[src/rtl/uart_rx.sv]
// 8N1 asynchronous serial receiver, LSB first, with mid-bit sampling by clock count.
// Delivers each good byte with a one-cycle valid strobe; a low stop bit gives a frame_err strobe.
module uart_rx #(
   parameter int CLKS_PER_BIT = 868
) (
   input  logic       clk,
   input  logic       rst,
   input  logic       din,
   output logic [7:0] data_out,
   output logic       valid,
   output logic       frame_err,
   output logic       busy
);

   localparam int HALF = CLKS_PER_BIT / 2;
   localparam int CW   = $clog2(CLKS_PER_BIT);

   localparam logic [CW-1:0] HALF_END = CW'(HALF - 1);
   localparam logic [CW-1:0] FULL_END = CW'(CLKS_PER_BIT - 1);

   localparam logic [2:0] IDLE      = 3'd0;
   localparam logic [2:0] START     = 3'd1;
   localparam logic [2:0] DATA      = 3'd2;
   localparam logic [2:0] STOP      = 3'd3;
   localparam logic [2:0] WAIT_HIGH = 3'd4;

   logic [2:0]    state;
   logic [CW-1:0] cnt;
   logic [2:0]    idx;
   logic [7:0]    shreg;
   logic          din_m;
   logic          din_s;

   // Two-flop synchroniser; resets to the idle-high line level so reset never looks like a start bit.
   always_ff @(posedge clk) begin
      if (!rst) begin
         din_m <= 1'b1;
         din_s <= 1'b1;
      end else begin
         din_m <= din;
         din_s <= din_m;
      end
   end

   always_ff @(posedge clk) begin
      if (!rst) begin
         state     <= IDLE;
         cnt       <= '0;
         idx       <= '0;
         shreg     <= '0;
         data_out  <= '0;
         valid     <= 1'b0;
         frame_err <= 1'b0;
      end else begin
         valid     <= 1'b0;
         frame_err <= 1'b0;
         case (state)
            IDLE: begin
               cnt <= '0;
               if (!din_s) state <= START;
            end
            START: begin
               if (cnt == HALF_END) begin
                  cnt   <= '0;
                  idx   <= '0;
                  state <= din_s ? IDLE : DATA;
               end else begin
                  cnt <= cnt + CW'(1);
               end
            end
            DATA: begin
               if (cnt == FULL_END) begin
                  cnt        <= '0;
                  shreg[idx] <= din_s;
                  if (idx == 3'd7) state <= STOP;
                  else             idx   <= idx + 3'd1;
               end else begin
                  cnt <= cnt + CW'(1);
               end
            end
            STOP: begin
               // Leave at mid-stop so a start bit right after the stop bit is not missed.
               if (cnt == FULL_END) begin
                  cnt <= '0;
                  if (din_s) begin
                     data_out <= shreg;
                     valid    <= 1'b1;
                     state    <= IDLE;
                  end else begin
                     frame_err <= 1'b1;
                     state     <= WAIT_HIGH;
                  end
               end else begin
                  cnt <= cnt + CW'(1);
               end
            end
            WAIT_HIGH: begin
               if (din_s) state <= IDLE;
            end
            default: state <= IDLE;
         endcase
      end
   end

   assign busy = (state != IDLE);

endmodule

[config.mk]
export PLATFORM = sky130hd
export DESIGN_NAME = uart_rx
export DESIGN_NICKNAME = d
export VERILOG_FILES = /design/src/rtl/uart_rx.sv
export SDC_FILE = /design/constraint.sdc
export NUM_CORES = 1
export LEC_CHECK = 0
export CAP_MARGIN = 25
export CELL_PAD_IN_SITES_DETAIL_PLACEMENT = 0
export CELL_PAD_IN_SITES_GLOBAL_PLACEMENT = 2
export CORE_MARGIN = 3
export CORE_UTILIZATION = 30
export CTS_CLUSTER_SIZE = 40
export DETAILED_ROUTE_END_ITERATION = 8
export PLACE_DENSITY_LB_ADDON = 0.1
export REMOVE_ABC_BUFFERS = 1
export SYNTH_ARGS = -nofsm -noshare
export SYNTH_HDL_FRONTEND = slang
export SYNTH_SLANG_ARGS = --single-unit
[constraint.sdc]
create_clock -name clk -period 2.3 [get_ports clk]
set_clock_uncertainty 0.2 [all_clocks]
set_input_delay 0.345 -clock clk [delete_from_list [all_inputs] [get_ports clk]]
set_output_delay 0.345 -clock clk [all_outputs]
set_load 0.01 [all_outputs]
==> results of run 1 <==
==> per-stage QoR <==
step                util (%)  setup slack, ps  power, W
finish                  38.0              148   0.00129
global placement        35.7              142  0.000759
detailed placement      35.7             44.8  0.000761
floorplan                  -              205  0.000713
CTS                     37.6             24.9   0.00132
global route            38.0            -8.84   0.00135
==> layer usage <==
metal  part of all wire (%)  GRT usage (%)
met2                     44           20.0
met5                      0              0
met3                    2.5           3.58
met4                   0.87           3.99
met1                     53           19.7
==> worst max-delay path: cells and delay by family, from the launching register on <==
family	cells	cell delay, ps
AND/OR/NAND/NOR	1	410
flip-flops	1	440
buffers and inverters	1	480
==> flip-flops by register name (all words and copies together) (netlist names) <==
register   flops
idx            3
din_s          1
frame_err      1
data_out       8
cnt           10
valid          1
state          3
din_m          1
shreg          8
==> cell usage in the layout, fill, tap and decap left out, drive strengths merged, types with 5 or more instances in the layout <==
cell           synthesis  routed
a31oi                  5       5
buf                    2      11
clkbuf                 8       6
clkdlybuf4s50          0      13
dfxtp                 36      36
inv                    7       7
mux2i                 19      19
nand2                 27      27
nand2b                 5       5
nand3                 13      13
nand4                  5       5
nor2                  20      20
nor3                   6       6
==> timing repair <==
item	in CTS	in global routing
buffers inserted	0	2
setup endpoints to repair	0	11
resized for setup	0	1
==> logic make-up (layout without fill, tap and decap cells) <==
kind of cell | after synthesis | in the layout
compound gates | 25 | 25
fa+ha+maj | 4 | 4
buf+inv | 17 | 39
flops | 36 | 36
mux | 19 | 19
simple gates | 97 | 97
==> power by group through the flow <==
stage,Clock [W],Combinational (W),Sequential [W]
6_report,0.000543,0.000102,0.000646
5_1_grt,0.000592,0.000114,0.000648
3_3_place_gp,0,0.000101,0.000658
2_1_floorplan,0,0.0000578,0.000655
4_1_cts,0.000569,0.000102,0.000645
3_5_place_dp,0,0.000102,0.000659
==> final timing paths <==
kind / slack, ps / endpoint / startpoint / cells past startpoint
worst max-delay path: 150 / busy / state[0] / 2
worst min-delay path: 220 / din_s / din_m / 1
worst max register to register: 170 / cnt[1] / cnt[0] / 7
worst min register to register: 220 / din_s / din_m / 1
==> cell type report <==
type | count | area [sq um] | area share (%)
Multi-Input combinational cell | 145 | 962 | 45.4
Sequential cell | 36 | 721 | 34.0
Timing Repair Buffer | 24 | 213 | 10.0
Tap cell | 72 | 90.1 | 4.25
Clock buffer | 6 | 72.6 | 3.42
Clock inverter | 2 | 35.0 | 1.65
Inverter | 7 | 26.3 | 1.24
==> load_flow_metrics.sql, run 1 <==
INSERT INTO impl_metrics (metric_group, metric, value, unit) VALUES
('run_status', 'run_status', 'finished clean', ''),
('timing', 'hold_ws', '218', 'ps'),
('cts', 'cts.clk_slew.worst_paths', '70', 'ps'),
('worst_setup_path', 'crit_fanout', '11', ''),
('yosys', 'synth_top_area_share', '41.4', '%'),
('cts', 'cts_max_level', '2', ''),
('die', 'io_pins', '14', ''),
('finish', 'layoutNonFillerInstCount', '292', ''),
('yosys', 'synthTopCellsByCount', 'dfxtp_1 (36), nand2_1 (27), nor2_1 (20)', ''),
('die', 'initial_util', '31.2', '%'),
('die', 'die_height', '82.2', 'microns'),
('detailed_routing', 'drt_pre_antenna_iters', '4', ''),
('placed_design', 'place_congestion', '0.801', ''),
('run', 'max_cap_viol_count', '0', ''),
('timing', 'tightestPinTransition', '754', 'ps'),
('pwr', 'p_comb_share', '7.9', '%'),
('worst_setup_path', 'cpMaxStageDelayCell', 'clkdlybuf4s50_1', ''),
('yosys', 'yosys-top-cells-area', 'dfxtp_1 (41%), mux2i_1 (11%), nand2_1 (5.8%), nor2_1 (4.3%), nand3_1 (3.7%)', ''),
('cts', 'tritoncts.num_buffers', '5', ''),
('die', 'floorplan.die.width', '82.2', 'microns'),
('global_routing', 'via_count_of_the_first_global_routing_pass', '1391', ''),
('min_path', 'hold_path_class', 'reg2reg', ''),
('global_routing', 'groute.usage.overall', '13.7', '%'),
('detailed_routing', 'vias', '1487', ''),
('yosys', 'async_flop_share', '0', '%'),
('die', 'core_box_area', '5570', 'sq um'),
('detailed_routing', 'routed_wirelength', '4120', 'microns'),
('yosys', 'synth-simple-area-share', '31.0', '%'),
('yosys', 'synth.avg_cell_area', '8.80', 'sq um'),
('yosys', 'yosysWarningCount', '0', ''),
('finish', 'syn_to_final_growth', '21.7', '%'),
('yosys', 'synth_compound_area_share', '9.99', '%'),
('cts', 'clk_path_buf_depth', '2', ''),
('yosys', 'main_combinational_cell_family_by_area_after_synthesis', 'simple AND/OR/NAND/NOR gates', ''),
('detailed_routing', 'vias_per_instance', '5.09', ''),
('pwr', 'netSwitchingFraction', '22.7', '%'),
('global_routing', 'overflow', '0', ''),
('pwr', 'p_leak', '0.890', 'nW'),
('timing', 'timing.final.setup_violations', '0', ''),
('die', 'floorplan.rows', '27', ''),
('pwr', 'vdd_ir_drop_max', '232', 'uV'),
('yosys', 'yosysTopAreaCell', 'dfxtp_1', ''),
('timing', 'slew_violations', '0', ''),
('finish', 'fin_nets', '226', ''),
('yosys', 'synth_ff_type', 'dfxtp_1', ''),
('finish', 'layout-drive-gt1-share', '11.4', '%'),
('yosys', 'synth_adder_area_share', '2.87', '%'),
('yosys', 'synth-seq-area-share', '41.4', '%'),
('cts', 'clock_latency', '280', 'ps'),
('pwr', 'pwr-share-clk', '42.1', '%'),
('yosys', 'netlist-cell-type-count', '43', ''),
('worst_setup_path', 'timing.critical_path.arrival', '1610', 'ps'),
('pwr', 'p_seq_share', '50.1', '%'),
('placed_design', 'hpwlAfterDp', '2950', 'microns'),
('worst_setup_path', 'critical_path.cell_chain', 'or3_1 -> clkdlybuf4s50_1', ''),
('yosys', 'muxShareOfSynthArea', '10.9', '%'),
('placed_design', 'placement.cell_area', '1990', 'sq um'),
('worst_setup_path', 'critical_path.endpoint_type', 'primary output', ''),
('pwr', 'power.net_switching', '0.000293', 'W'),
('detailed_routing', 'route.detailed.wl_per_inst', '14.1', 'microns'),
('worst_setup_path', 'cp_data_required_time', '1750', 'ps'),
('pwr', 'power_density', '609', 'nW/um^2'),
('yosys', 'number_of_enable_type_register_cells_in_the_synthesized_netlist', '0', ''),
('finish', 'finalInstanceArea', '2120', 'sq um'),
('global_routing', 'antenna_violations_before_repair', '0', ''),
('timing', 'fin_crit_sh', '93.6', '%'),
('finish', 'n_fill_cell', '605', ''),
('yosys', 'ys_ff_latch', '36', ''),
('cts', 'post_cts_hold_buffer_count', '0', ''),
('die', 'die_area', '6760', 'sq um'),
('global_routing', 'largest_net_degree_at_the_start_of_global_routing', '23', '');
(Power assumes the default switching activity.)
==> run 2: changes to the inputs <==
- CAP_MARGIN: 25 -> 15
- CTS_CLUSTER_SIZE: 40 -> 8
- SETUP_SLACK_MARGIN: unset -> 0.4
==> run 2 against run 1 <==
Critical path depth grew 6. Sequential cell count unchanged. Worst hold slack gained 0.55 ps. Sequential share of layout area fell by 2.1 points. Cell area up 10%. Combinational power rose by 31%. Cell count up 2.7%.
==> load_flow_metrics.sql, run 2 (same netlist as run 1, synthesis figures left out) <==
INSERT INTO impl_metrics (metric_group, metric, value, unit) VALUES
('run_status', 'run_status', 'finished clean', ''),
('die', 'initial_util', '31.2', '%'),
('placed_design', 'place_congestion', '0.801', ''),
('worst_setup_path', 'critPathKind', 'reg2reg', ''),
('placed_design', 'placement.cell_area', '1990', 'sq um'),
('cts', 'clk_path_buf_depth', '2', ''),
('timing', 'max_freq', '0.512', 'GHz'),
('detailed_routing', 'drt_pre_antenna_iters', '4', ''),
('min_path', 'min_delay_path_depth', '1', ''),
('global_routing', 'groute.usage.overall', '13.8', '%'),
('timing', 'setup_tns', '0', 'ps'),
('worst_setup_path', 'timing.critical_path.arrival', '1960', 'ps'),
('global_routing', 'antenna_violations_before_repair', '0', ''),
('die', 'die_height', '82.2', 'microns'),
('global_routing', 'largest_net_degree_at_the_start_of_global_routing', '23', ''),
('worst_setup_path', 'worst_path_largest_cell_delay', '380', 'ps'),
('cts', 'tritoncts.num_buffers', '5', ''),
('timing', 'final_period_minus_worst_setup_slack', '1950', 'ps'),
('timing', 'timing.slew.headroom', '50.1', '%'),
('timing', 'fin_crit_sh', '84.9', '%'),
('pwr', 'pwr-share-clk', '41.2', '%'),
('min_path', 'worst_hold_startpoint', 'din_m', ''),
('finish', 'layout-drive-gt1-share', '25.9', '%'),
('worst_setup_path', 'reg2reg_depth', '8', ''),
('global_routing', 'via_count_of_the_first_global_routing_pass', '1429', ''),
('finish', 'most_common_library_cell_in_the_layout_ignoring_fill_and_taps', 'nand2_1', ''),
('finish', 'largest-register', 'cnt', ''),
('pwr', 'intPower', '0.00102', 'W'),
('pwr', 'p_leak', '0.940', 'nW'),
('worst_setup_path', 'cp_data_required_time', '2300', 'ps'),
('worst_setup_path', 'crit_fanout', '7', ''),
('die', 'floorplan.rows', '27', ''),
('die', 'io_pins', '14', ''),
('global_routing', 'overflow', '0', ''),
('global_routing', 'first_pass_grt_wire_length', '7100', 'microns'),
('cts', 'cts.clk_slew.worst_paths', '70', 'ps'),
('finish', 'largest_register_ffs', '10', ''),
('cts', 'clock_tree.root_cell', 'clkbuf_8', ''),
('cts', 'cts_max_level', '2', ''),
('cts', 'clock_latency', '280', 'ps'),
('finish', 'largest_registers', 'cnt: 10 flops, data_out: 8 flops, shreg: 8 flops', ''),
('pwr', 'netSwitchingFraction', '23.2', '%'),
('detailed_routing', 'dr.first_iter.drc_count', '55', ''),
('placed_design', 'hpwlAfterDp', '2950', 'microns'),
('worst_setup_path', 'critical_path.endpoint_type', 'flip-flop', ''),
('timing', 'tightestPinTransition', '748', 'ps'),
('finish', 'fin_nets', '234', ''),
('die', 'core_box_area', '5570', 'sq um'),
('timing', 'slew_violations', '0', ''),
('die', 'die_area', '6760', 'sq um'),
('finish', 'mostFrequentLayoutCells', 'nand2_1 (27), dfxtp_1 (23), nor2_1 (20), mux2i_1 (19), buf_4 (17)', ''),
('timing', 'timing.final.setup_violations', '0', ''),
('detailed_routing', 'routed_wirelength', '4260', 'microns'),
('die', 'floorplan.die.width', '82.2', 'microns'),
('detailed_routing', 'vias_per_instance', '5.05', ''),
('detailed_routing', 'detail-route-antenna-nets', '0', ''),
('cts', 'cts_tree', 'built', ''),
('finish', 'finalInstanceArea', '2340', 'sq um'),
('pwr', 'power.net_switching', '0.000307', 'W'),
('worst_setup_path', 'cpMaxStageDelayCell', 'dfxtp_4', ''),
('timing', 'grt_setup_unrepaired', 'yes', ''),
('timing', 'hold_viol_final', '0', ''),
('pwr', 'power_density', '566', 'nW/um^2'),
('worst_setup_path', 'regToRegStartpoint', 'cnt[0]', ''),
('cts', 'count_of_clock_tree_sinks', '36', ''),
('worst_setup_path', 'critical_path.cell_chain', 'ha_4 -> nand3b_4 -> nor3_4 -> buf_4 -> o22ai_4 -> buf_6 -> or3b_1 -> a31oi_1', ''),
('finish', 'syn_to_final_growth', '34.3', '%'),
('placed_design', 'portBuffers', '13', ''),
('pwr', 'p_seq_share', '48.7', '%'),
('finish', 'n_fill_cell', '589', ''),
('min_path', 'hold_path_class', 'reg2reg', ''),
('detailed_routing', 'detail_route.drc_violations', '0', ''),
('worst_setup_path', 'worst_setup_path_start_kind', 'flip-flop', ''),
('worst_setup_path', 'timing.critical_path.from', 'cnt[0]', ''),
('finish', 'diodes_inserted', '0', ''),
('detailed_routing', 'vias', '1516', ''),
('detailed_routing', 'route.detailed.wl_per_inst', '14.2', 'microns'),
('run', 'max_cap_viol_count', '0', ''),
('pwr', 'vdd_ir_drop_max', '238', 'uV'),
('pwr', 'p_comb_share', '10.1', '%'),
('pwr', 'design_power_total', '0.00132', 'W');
## run 2: changes by cell type in the layout (fill, tap and decap cells not counted), sizes merged
cell | before | now
clkdlybuf4s50 | 13 | 12
buf | 11 | 19
clkdlybuf4s15 | 0 | 1
## run 2: power groups by stage
| stage | Clock, W | Combinational, W | Sequential [W] |
|---|---|---|---|
| 4_1_cts | 0.000569 | 0.000102 | 0.000649 |
| 3_3_place_gp | 0 | 0.000101 | 0.000658 |
| 2_1_floorplan | 0 | 0.0000578 | 0.000655 |
| 5_1_grt | 0.000593 | 0.000149 | 0.000646 |
| 6_report | 0.000545 | 0.000134 | 0.000645 |
| 3_5_place_dp | 0 | 0.000102 | 0.000659 |
## run 2: final cells by class
cell class              count  area (sq um)  area share [%]
clock inverters             2          35.0            1.50
well taps                  72          90.1            3.85
clock buffers               6          72.6            3.10
repair buffers             32           280            12.0
multi-input cells         145          1090            46.4
inverters                   7          28.8            1.23
flip-flops and latches     36           747            31.9
## run 2: worst max-delay path: cells and delay by family (launching register included)
| family | cells | cell delay, ps |
|---|---|---|
| adder cells (fa/ha/maj) | 1 | 180 |
| AND/OR/NAND/NOR | 3 | 480 |
| AO/OA/AOI/OAI | 2 | 360 |
| flip-flops | 1 | 380 |
| buffers and inverters | 2 | 270 |
## run 2: what timing repair did
item                       in CTS  in global routing
buffers inserted                2                  8
setup endpoints to repair      26                 27
hold buffers                    0                  0
hold endpoints to repair        0                  0
gates resized for setup        22                 20
pin swaps                       3                  7
cloned                          0                  0
## run 2: metrics by stage
step	std cells	utilization [%]	setup slack (ps)	hold WS (ps)
final	300	42.0	348	219
after global routing	300	42.0	274	231
after CTS	292	39.4	384	221
after detailed placement	282	35.7	44.8	201
after global placement	282	35.7	142	200
after floorplan	188	-	205	186
## run 2: worst paths after layout
check,endpoint,slack [ps]
min,din_s,220
min reg2reg,din_s,220
max reg2reg,cnt[8],350
max,cnt[8],350
## run 2: metal layers
metal	track usage (%)	part of all wire [%]	up-vias
li1	-	-	766
met1	19.1	50	724
met2	21.2	45	21
met3	3.58	3.6	5
met4	3.99	1.2	0
met5	0	0	-
==> RTL change 1: new RTL, config.mk and constraints of run 1 <==
`CLKS_PER_BIT`: 868 -> 217.
--- a/src/rtl/uart_rx.sv
+++ b/src/rtl/uart_rx.sv
@@ -3,3 +3,3 @@
 module uart_rx #(
-   parameter int CLKS_PER_BIT = 868
+   parameter int CLKS_PER_BIT = 217
 ) (
Check against the original RTL: no difference found for any inputs over 10 cycles, from zero or initial values and one cycle with rst low; that may be too few to reach the edited logic, so the function may still have changed.
==> RTL change 1 against run 1 <==
- sequential share of layout area is 0.13 points lower
- wire length is 15% lower
- area after synthesis is 4.2% lower
- sequential cell count is 2 lower
- power is 13% lower
- worst setup slack worse by 51 ps
- non-clock buffer count is 1 lower
- cell area is 5.2% lower
==> RTL change 1: results (changes against run 1) <==
status=completed; Int Power=862 uW (-14%); leading post-synthesis cells by cell area=dfxtp_1 (41%), mux2i_1 (11%), nor2b_1 (5.2%); worst skew pair latency=280 ps (about the same); Worst Hold Depth=1 (unchanged); Unique masters post-synth=46 (+7.0%); Vias=1281 (-14%); initial drt markers=55 (-42%); total track usage=12.2% (-1.5 points); WL per Instance=13.1 um (-7.0%); share of layout cells above drive strength 1=13.6% (+2.3 points); nets@finish=204 (-9.7%); grt met3 use=4.93% (+1.4 points); Hold EP=din_s; Seq/Total Area, Yosys=40.8% (-0.60 points); slowest stage cell, crit path=clkdlybuf4s50_1; Reg2Reg Setup Slack=210 ps (+40 ps); CP delay by family, top=buffers and inverters; ys async rst share=0% (unchanged); largest net degree at the start of global routing=30 (+30%); Critical Path Max Stage Delay=490 ps; RR Endpoint=state[0]; biggest regs=cnt: 8 flops, data_out: 8 flops, shreg: 8 flops; TritonRoute pass-1 iters=4 (unchanged); leakage power=0.000754 uW (-15%); initial antenna violation count=0 (unchanged); CP max FO=11 (unchanged); Worst Hold Class=register to register; Critical R2R Launch=cnt[0]; critical path launch point=state[0]; number of diodes=0 (unchanged); gp weighted congestion=0.746 (-6.8%); dpl hpwl=2430 um (-18%); first-pass GRT wire length=6030 um (-14%); met2 Track Usage GR=17.2% (-2.8 points); Crit path arrival time=1660 ps (+50 ps); Worst Reg2Reg Path Length in Cells=7 (unchanged); port buffer count=13 (unchanged); H-tree levels=2 (unchanged); top post-synthesis cells by count=dfxtp_1 (34), mux2i_1 (19), nand2_1 (16); peak supply drop=0.000258 V (+11%); final hold violations=0 (unchanged); start point of the worst hold path=din_m; Slew HR=72.7% (+23 points); clock-pin slew on the worst setup and hold paths=70 ps (about the same); Inserted Clock Buffers=5 (unchanged); Root Driver=clkbuf_8; clk buf depth=2 (unchanged); M1 GR Usage=16.9% (-2.8 points); vias in the first global route=1219 (-12%); setup bufs post-CTS=0 (unchanged); Synth Warn #=0 (unchanged); Post-CTS Resized=0 (unchanged); Setup WS pre-CTS=144 ps (+99.2 ps)
-- RTL change 1: routing by layer --
layer / part of all wire [%] / wire, um
met5: 0 / 0
met4: 0.68 / 24
met3: 3.4 / 120
met2: 42 / 1490
met1: 53 / 1880
-- RTL change 1: through the flow --
stage | std cells | hold WS, ps | utilization [%] | instance area (sq um)
floorplan | 167 | 186 | - | 1600
global placement | 260 | 191 | 36.4 | 1910
detailed placement | 260 | 198 | 36.4 | 1910
CTS | 268 | 215 | 38.2 | 2000
global route | 268 | 239 | 38.4 | 2010
finish | 268 | 209 | 38.4 | 2010
-- RTL change 1: power by group through the flow --
stage               registers [uW]  logic [uW]  clock network [uW]
floorplan                      612        30.8                   0
global placement               613        58.4                   0
detailed placement             613        59.4                   0
CTS                            599        59.6                 481
global route                   599        66.5                 517
finish                         599        59.8                 464
-- RTL change 1: worst max path at each step --
| stage | to | slack, ps | cells past startpoint |
|---|---|---|---|
| finish | busy | 100 | 2 |
| global placement | state[0] | 210 | 6 |
| CTS | busy | 50 | 2 |
| detailed placement | state[0] | 140 | 6 |
| global route | busy | 20 | 2 |
| floorplan | data_out[0] | 230 | 5 |
-- RTL change 1: kinds of logic (layout without fill, tap and decap cells) --
family | count (synthesis) | in the layout | synth area share (%)
and+or+nand+nor | 84 | 84 | 30.3
buffers and inverters | 17 | 36 | 5.17
DFF | 34 | 34 | 40.8
AOI/OAI and AO/OA | 20 | 20 | 8.85
muxes | 19 | 19 | 11.4
adders and majority gates | 4 | 4 | 3.00
xor gates and xnor gates | 1 | 1 | 0.525
-- RTL change 1: area by class of cell --
type / instances / area, sq um
clock buffer: 6 / 82.6
clock inverter: 2 / 12.5
fill: 543 / 3230
inverter: 5 / 18.8
multi-input combinational: 128 / 910
sequential: 34 / 681
tap: 70 / 87.6
timing repair buffer: 23 / 218
==> RTL change 2: new RTL, flow settings as in run 1 <==
Without the edit above. Make the reset (`rst`) asynchronous in 2 clocked blocks. Comments in the files are not updated.
--- a/src/rtl/uart_rx.sv
+++ b/src/rtl/uart_rx.sv
@@ -34,3 +34,3 @@
    // Two-flop synchroniser; resets to the idle-high line level so reset never looks like a start bit.
-   always_ff @(posedge clk) begin
+   always_ff @(posedge clk or negedge rst) begin
       if (!rst) begin
@@ -44,3 +44,3 @@
 
-   always_ff @(posedge clk) begin
+   always_ff @(posedge clk or negedge rst) begin
       if (!rst) begin
Function: differs if rst is asserted again (counterexample within 4 cycles, from zero or initial values and one cycle with rst low); with rst held inactive, the same outputs for 10 cycles.
==> RTL change 2 against run 1 <==
- the flow now finishes with violations (setup timing)
- area after synthesis grew 2.3%
- cell area grew 11%
- hold slack got worse by 64 ps
- wire length decreased by 3.0%
- critical path depth is 3 higher
- worst setup slack worse by 240 ps
- sequential cell count unchanged
- critical path type is now register to register
- highest routed layer unchanged
Power is not compared: it rests on default switching activity, and its combinational part moved more than twofold at a synthesized area within 25%.
==> RTL change 2: results (changes against run 1) <==
final wirelength=4000 um (-3.0%); number of diodes=0 (unchanged); Crit path arrival time=2370 ps (+760 ps); status=complete, but fails checks; Worst Hold Class=register to register; Mapped Cells=163 (-18%); WL per Instance=14.6 um (+3.8%); share of layout cells above drive strength 1=28.4% (+17 points); CP max FO=4 (-7); H-tree levels=2 (unchanged); largest net degree at the start of global routing=37 (+61%); nets@finish=208 (-8.0%); failing checks=setup timing; clk buf depth=2 (unchanged); dpl hpwl=2920 um (-0.96%); top post-synthesis cells by count=dfrtp_1 (34), mux2_1 (18), nand2_1 (15); leading post-synthesis cells by cell area=dfrtp_1 (48%), mux2_1 (11%), ha_1 (3.5%); leakage power=0.00111 uW; biggest regs=cnt: 10 flops, data_out: 8 flops, shreg: 8 flops; Critical R2R Launch=cnt[3]; initial drt markers=34 (-64%); Hold EP=din_s; Root Driver=clkbuf_8; Worst Reg2Reg Path Length in Cells=5 (-2); Worst Hold Depth=0 (-1); peak supply drop=0.000240 V; gp weighted congestion=0.785 (-2.0%); total track usage=12.1% (-1.6 points); ys flop type=dfrtp_1; Post-CTS Resized=3 (+3); ys async rst share=100% (+100 points); Seq/Total Area, Yosys=50.7% (+9.3 points); PnR worst setup slack=-91.3 ps (-240 ps); Inserted Clock Buffers=5 (unchanged); Unique masters post-synth=40 (-7.0%); RR Endpoint=shreg[2]; Slew HR=61.4% (+12 points); setup bufs post-CTS=1 (+1); vias in the first global route=1399 (+0.58%); Synth Warn #=0 (unchanged); Avg Vias per Cell=5.00 (-1.7%); port buffer count=13 (unchanged); placed cells=264 (-6.4%); clock-pin slew on the worst setup and hold paths=80 ps; worst hold slack=154 ps (-64.3 ps); Setup WS pre-CTS=-58.5 ps (-103 ps); Switching Fraction=20.7%; TritonRoute pass-1 iters=4 (unchanged); initial antenna violation count=0 (unchanged); TNS Setup=-339 ps (-339 ps); worst skew pair latency=290 ps; start point of the worst hold path=din_m; placed cell areas=0.00216 sq mm (+8.5%); # setup viols final=4 (+4); first-pass GRT wire length=6770 um (-3.6%)
-- RTL change 2: critical path, stage by stage (launching register included) --
cell,delay (ps)
dfrtp_1,400
or3b_4,410
or3_4,390
or3_4,420
nor3_2,150
mux2_4,320
-- RTL change 2: how the worst max path moves through the flow --
stage / end / cells after the start / start
2_1_floorplan: shreg[0] / 5 / cnt[3]
3_5_place_dp: shreg[4] / 5 / cnt[3]
4_1_cts: shreg[6] / 5 / cnt[3]
3_3_place_gp: shreg[6] / 5 / cnt[3]
6_report: shreg[2] / 5 / cnt[3]
5_1_grt: shreg[6] / 5 / cnt[3]
-- RTL change 2: logic make-up (layout without fill, tap and decap cells) --
logic type,count (synthesis),in the layout,share of synthesized area (%)
xor gates and xnor gates,1,1,0.492
muxes,21,21,13.1
buffers and inverters,12,50,2.74
AOI/OAI and AO/OA,31,31,11.7
DFF,36,36,50.7
adders and majority gates,5,5,3.51
and+or+nand+nor,57,57,17.8
-- RTL change 2: layout make-up --
cell class	instances	area (sq um)
fill	523	3290
sequential	36	903
clock buffer	5	68.8
inverter	5	18.8
timing repair buffer	37	327
tap	72	90.1
multi-input combinational	115	902
clock inverter	3	42.5
-- RTL change 2: power groups by stage --
stage,Clock [uW],Combinational [uW],Sequential [uW]
6_report,554,22.1,638
5_1_grt,607,25.8,638
4_1_cts,574,23.1,638
3_5_place_dp,0,23.0,651
3_3_place_gp,0,22.4,650
2_1_floorplan,0,2.12,650
-- RTL change 2: layer usage --
metal	GRT usage [%]	share of wire, %	vias up	wire (um)
met5	0	0	-	0
met4	4.01	1.1	0	45
met3	3.37	2.9	4	116
met2	20.8	51	17	2060
met1	14.5	44	682	1780
li1	-	-	663	-
